## src/rtl/alu_pkg.sv

```systemverilog
// ---------------------------------------------------------------------------
// alu_pkg
// Definitions shared by the ALU result stage and its testbench.
//   ALU_WIDTH    : datapath width that the result entry is built for
//   OP_*         : 5-bit ALU opcodes understood by the result selector
//   alu_entry_t  : one buffered result {data, is_not_equal, is_less_than,
//                  overflow, illegal_op}
// ---------------------------------------------------------------------------
package alu_pkg;

    localparam int ALU_WIDTH = 32;

    localparam logic [4:0] OP_ADD = 5'b00000;
    localparam logic [4:0] OP_SUB = 5'b00001;
    localparam logic [4:0] OP_AND = 5'b00010;
    localparam logic [4:0] OP_OR  = 5'b00011;
    localparam logic [4:0] OP_SLL = 5'b00100;
    localparam logic [4:0] OP_SRA = 5'b00101;

    typedef struct packed {
        logic [ALU_WIDTH-1:0] data;
        logic                 is_not_equal;
        logic                 is_less_than;
        logic                 overflow;
        logic                 illegal_op;
    } alu_entry_t;

endpackage

```

## src/rtl/alu_result_select.sv

```systemverilog
// ---------------------------------------------------------------------------
// alu_result_select
// Combinational opcode mux and flag generation for the ALU result stage.
//   opcode                  : ALU opcode (see alu_pkg OP_*)
//   and/or/add/sub/sll/sra_result : parallel sub-unit results
//   add_overflow/sub_overflow     : signed overflow of adder/subtractor
//   entry                   : selected result plus flags, ready to buffer
// WIDTH must equal alu_pkg::ALU_WIDTH, since the entry struct is sized by it.
// ---------------------------------------------------------------------------
module alu_result_select
    import alu_pkg::*;
#(
    parameter int WIDTH = ALU_WIDTH
) (
    input  logic [4:0]       opcode,
    input  logic [WIDTH-1:0] and_result,
    input  logic [WIDTH-1:0] or_result,
    input  logic [WIDTH-1:0] add_result,
    input  logic [WIDTH-1:0] sub_result,
    input  logic [WIDTH-1:0] sll_result,
    input  logic [WIDTH-1:0] sra_result,
    input  logic             add_overflow,
    input  logic             sub_overflow,
    output alu_entry_t       entry
);

    always_comb begin
        // NOTE: every field gets a default before the case so no path leaves
        // a field unassigned, which would otherwise infer a latch.
        entry = '0;
        case (opcode)
            OP_ADD: begin
                entry.data     = add_result;
                entry.overflow = add_overflow;
            end
            OP_SUB: begin
                entry.data     = sub_result;
                entry.overflow = sub_overflow;
            end
            OP_AND:  entry.data = and_result;
            OP_OR:   entry.data = or_result;
            OP_SLL:  entry.data = sll_result;
            OP_SRA:  entry.data = sra_result;
            default: entry.illegal_op = 1'b1;
        endcase

        // Compare flags come from the subtractor regardless of which result
        // is selected; an illegal opcode reports nothing but illegal_op.
        if (!entry.illegal_op) begin
            entry.is_not_equal = |sub_result;
            // Sign of the difference, corrected when the subtraction overflowed.
            entry.is_less_than = sub_result[WIDTH-1] ^ sub_overflow;
        end
    end

endmodule

```

## src/rtl/alu_result_stage.sv

```systemverilog
// ---------------------------------------------------------------------------
// alu_result_stage
// Output stage of the ALU: selects the sub-unit result by opcode, computes
// compare/overflow flags and holds results in a 2-entry skid buffer toward
// writeback.
//   clock, reset_n      : rising-edge clock, asynchronous active-low reset
//   in_valid/in_ready   : upstream handshake (in_ready depends on count only)
//   opcode, *_result, *_overflow : operation and parallel sub-unit results
//   flush               : synchronous discard of all buffered entries
//   out_valid/out_ready : downstream handshake for the head entry
//   out_data, out_is_not_equal, out_is_less_than, out_overflow,
//   out_illegal_op      : head entry fields, 0 whenever out_valid is 0
// ---------------------------------------------------------------------------
module alu_result_stage
    import alu_pkg::*;
#(
    parameter int WIDTH = ALU_WIDTH,
    parameter int DEPTH = 2
) (
    input  logic             clock,
    input  logic             reset_n,
    input  logic             in_valid,
    output logic             in_ready,
    input  logic [4:0]       opcode,
    input  logic [WIDTH-1:0] and_result,
    input  logic [WIDTH-1:0] or_result,
    input  logic [WIDTH-1:0] add_result,
    input  logic [WIDTH-1:0] sub_result,
    input  logic [WIDTH-1:0] sll_result,
    input  logic [WIDTH-1:0] sra_result,
    input  logic             add_overflow,
    input  logic             sub_overflow,
    input  logic             flush,
    output logic             out_valid,
    input  logic             out_ready,
    output logic [WIDTH-1:0] out_data,
    output logic             out_is_not_equal,
    output logic             out_is_less_than,
    output logic             out_overflow,
    output logic             out_illegal_op
);

    localparam logic [1:0] FULL = 2'(DEPTH);

    alu_entry_t new_entry;
    alu_entry_t head_q;
    alu_entry_t tail_q;
    logic [1:0] count_q;
    logic       push;
    logic       pop;

    alu_result_select #(
        .WIDTH (WIDTH)
    ) u_select (
        .opcode       (opcode),
        .and_result   (and_result),
        .or_result    (or_result),
        .add_result   (add_result),
        .sub_result   (sub_result),
        .sll_result   (sll_result),
        .sra_result   (sra_result),
        .add_overflow (add_overflow),
        .sub_overflow (sub_overflow),
        .entry        (new_entry)
    );

    // in_ready looks only at count so the writeback stall (out_ready) never
    // reaches back into the ALU combinational path.
    assign in_ready  = (count_q != FULL);
    assign out_valid = (count_q != 2'd0);
    assign push      = in_valid & in_ready;
    assign pop       = out_valid & out_ready;

    // head_q is always the oldest entry; tail_q is only meaningful at count 2.
    always_ff @(posedge clock or negedge reset_n) begin
        if (!reset_n) begin
            // NOTE: the entry registers are reset, not just count, because the
            // outputs are read straight from head_q and must show 0 when empty.
            count_q <= 2'd0;
            head_q  <= '0;
            tail_q  <= '0;
        end else if (flush) begin
            // Flush wins over any push or pop in the same cycle.
            count_q <= 2'd0;
            head_q  <= '0;
        end else begin
            // NOTE: non-blocking assignments throughout, so the count/head
            // updates below all see the values from before this edge.
            case (count_q)
                2'd0: begin
                    if (push) begin
                        head_q  <= new_entry;
                        count_q <= 2'd1;
                    end
                end
                2'd1: begin
                    case ({push, pop})
                        2'b10: begin
                            tail_q  <= new_entry;
                            count_q <= 2'd2;
                        end
                        2'b01: begin
                            head_q  <= '0;
                            count_q <= 2'd0;
                        end
                        2'b11:   head_q <= new_entry;
                        default: ;
                    endcase
                end
                2'd2: begin
                    // Full: no push possible, a pop promotes the second entry.
                    if (pop) begin
                        head_q  <= tail_q;
                        count_q <= 2'd1;
                    end
                end
                default: begin
                    count_q <= 2'd0;
                    head_q  <= '0;
                end
            endcase
        end
    end

    assign out_data         = head_q.data;
    assign out_is_not_equal = head_q.is_not_equal;
    assign out_is_less_than = head_q.is_less_than;
    assign out_overflow     = head_q.overflow;
    assign out_illegal_op   = head_q.illegal_op;

endmodule

```

## config.mk

```make
export PLATFORM = sky130hd
export DESIGN_NAME = alu_result_stage
export DESIGN_NICKNAME = d
export VERILOG_FILES = /design/src/rtl/alu_pkg.sv /design/src/rtl/alu_result_select.sv /design/src/rtl/alu_result_stage.sv
export SDC_FILE = /design/constraint.sdc
export NUM_CORES = 1
export LEC_CHECK = 0
export CELL_PAD_IN_SITES_DETAIL_PLACEMENT = 1
export CELL_PAD_IN_SITES_GLOBAL_PLACEMENT = 2
export CORE_MARGIN = 1
export CORE_UTILIZATION = 24
export CTS_CLUSTER_DIAMETER = 120
export CTS_CLUSTER_SIZE = 12
export DETAILED_ROUTE_END_ITERATION = 8
export PLACE_DENSITY = 0.79
export SETUP_SLACK_MARGIN = 0.5
export SKIP_CTS_REPAIR_TIMING = 1
export SLEW_MARGIN = 20
export SYNTH_ARGS = -nofsm -noshare
export SYNTH_HDL_FRONTEND = slang
export SYNTH_SLANG_ARGS = --single-unit
```

## constraint.sdc

```tcl
create_clock -name clock -period 2.1 [get_ports clock]
set_input_delay 0.525 -clock clock [delete_from_list [all_inputs] [get_ports clock]]
set_output_delay 0.525 -clock clock [all_outputs]
set_load 0.02 [all_outputs]
```

==> qor.yml <==
critical_path_class: "input port to register"
h-tree-depth: 3
end_kind: "register"
peakVddDrop_mv: 0.324
cts_root_buf: "clkbuf_16"
required_ps: 2360
cp_slowest_stage_delay_ps: 670
antenna_found_initial: 1
drive_gt1_frac: 0.410
slew_violations: 0
ys_types: 39
synth_edf_count: 0
gp_congestion: 0.775
status: "completed"
power_density_nw_per_um2: 502
vias: 5826
cts_buffer_depth: 2
path_depth: 6
syn2layout_area_growth_pct: 101
p_leak_nw: 5.15
fin_ws_ps: 262
track_usage: 0.192
rsz0062_at_grt: "yes"
hp-class: "input port to asynchronous set/reset pin"
max_clock_freq_mhz: 544
synth_seq_area_share: 0.346
via_per_inst: 5.14
grt_max_degree: 70
worst_pin_slew_ps: 528
ant_nets: 0
r2r_end: "tail_q[1]$_DFFE_PN0P_"
worstSetupStartpointType: "input port"
rows: 54
synth_warnings: 0
numPortBuffers: 241
die_w_um: 151
finalCritPeriodShare: 0.875
maxCapViolCount: 0
syn_nets: 771
final_util: 0.492
crit_start: "opcode[3]"
dp_slack_ps: -395
critPathMaxFanout: 8
drt_iter0_drc: 253
syn_area_um2: 5350
grt_pass1_wl_um: 33000
crit_end: "out_data[14]$_DFFE_PN0P_"
crit_path_top_delay_cell: "or4b_4"
layout_common_cells: "163 x clkdlybuf4s50_1, 87 x mux2i_1, 73 x dfrtp_1"
setup_viol: 0
r2r-start: "count_q[1]$_DFFE_PN0P_"
ios: 242
period_minus_slack_ps: 1840
r2r_cells: 4
synthFlopType: "dfrtp_1"
drt_first_pass_iters: 4
cts_buffers: 9
worstSkewPairLatency_ps: 340
whs_ps: 99.8
syn-mean-instance-area_um2: 9.44
grt_pass1_vias: 6037
ys_async_sr_fraction: 1.00
slew_headroom: 0.648
path_delay_family: "simple AND/OR/NAND/NOR gates"
wl_per_cell_um: 23.1
dieArea_um2: 22900
grt_overflow: 0
finalHoldViolCount: 0
dp.final_hpwl_um: 17000
skew_ps: 9.41
p_total_w: 0.00539
ys_ff_latch: 74
fp.coreArea_um2: 21800
path_buf_inv: 2
netlist_instances: 567
clock_sinks: 74
drc: 0
rrSetupSlack_ps: 310
cts_tree: "done"
clk_pin_slew_worst_paths_ps: 60
die_y_um: 151
initial_core_util: 0.245
path_cells: "buf_6, or4b_4, clkbuf_16, nor2_2, a211oi_1, o31ai_2"
final_common_cell: "clkdlybuf4s50_1"
arrival_ps: 2090
fin_nets: 1053
tns_ps: 0
routed_wl_um: 26200
[metal layers]
layer / routed length (um) / track usage / vias up
met1: 10500 / 0.235 / 2942
met3: 1410 / 0.0386 / 35
met2: 13800 / 0.337 / 185
met4: 483 / 0.0555 / 0
met5: 0 / 0 / -
li1: - / - / 2664
[final cells by class]
cell class / instances / area, um2
Fill cell: 2250 / 11100
Multi-Input combinational cell: 408 / 4360
Timing Repair Buffer: 322 / 3740
Sequential cell: 74 / 1850
Tap cell: 280 / 350
Clock buffer: 10 / 229
Inverter: 34 / 128
Clock inverter: 5 / 80.1
Antenna cell: 1 / 2.50
[per-stage QoR]
step	area, um2	cells
floorplan	5780	567
global placement	8740	1093
detailed placement	8740	1093
CTS	9050	1108
global route	10700	1134
finish	10700	1134
[flip-flops by register name, indices dropped and copies added, names as in the netlist]
register,count
tail_q,36
out_data,32
count_q,2
out_illegal_op,1
out_is_less_than,1
out_is_not_equal,1
out_overflow,1
[kinds of logic after synthesis]
family                 count (synthesis)  synth area share
AO/OA/AOI/OAI                        177             0.272
XOR/XNOR                               2           0.00327
buffers and inverters                 85            0.0797
flip-flops                            74             0.346
multiplexers                          99             0.186
AND/OR/NAND/NOR                      130             0.114
[synth_stat cells, types with 15 or more instances]
library cell,number,share of area
a21oi_1,65,0.061
inv_1,34,0.024
o31ai_2,27,0.063
nor3_1,32,0.030
o22ai_2,31,0.072
a211oi_1,34,0.048
mux2i_1,97,0.18
clkbuf_1,15,0.011
buf_2,25,0.023
nor2_1,34,0.024
nand2_1,42,0.029
dfrtp_1,74,0.35
[worst register-to-register path, delay by kind of cell (launching register included)]
| family | cells | cell delay (ps) |
|---|---|---|
| buf+inv | 1 | 240 |
| flops | 1 | 430 |
| mux | 1 | 270 |
| simple gates | 2 | 740 |
[where the power goes]
group | total (W) | internal [W] | switching [W]
Clock | 0.00168 | 0.00103 | 0.000646
Sequential | 0.00188 | 0.00165 | 0.000226
Combinational | 0.00183 | 0.000955 | 0.000879
Total | 0.00539 | 0.00364 | 0.00175
[worst min path at each step]
stage	start	end	slack (ps)	cells after the start
floorplan	reset_n	count_q[0]$_DFFE_PN0P_	230	0
global placement	out_data[30]$_DFFE_PN0P_	out_data[30]$_DFFE_PN0P_	460	2
detailed placement	out_data[23]$_DFFE_PN0P_	out_data[23]$_DFFE_PN0P_	470	2
CTS	reset_n	count_q[1]$_DFFE_PN0P_	110	1
global route	reset_n	out_data[22]$_DFFE_PN0P_	120	1
finish	reset_n	out_data[22]$_DFFE_PN0P_	100	1
(Power assumes the default switching activity.)
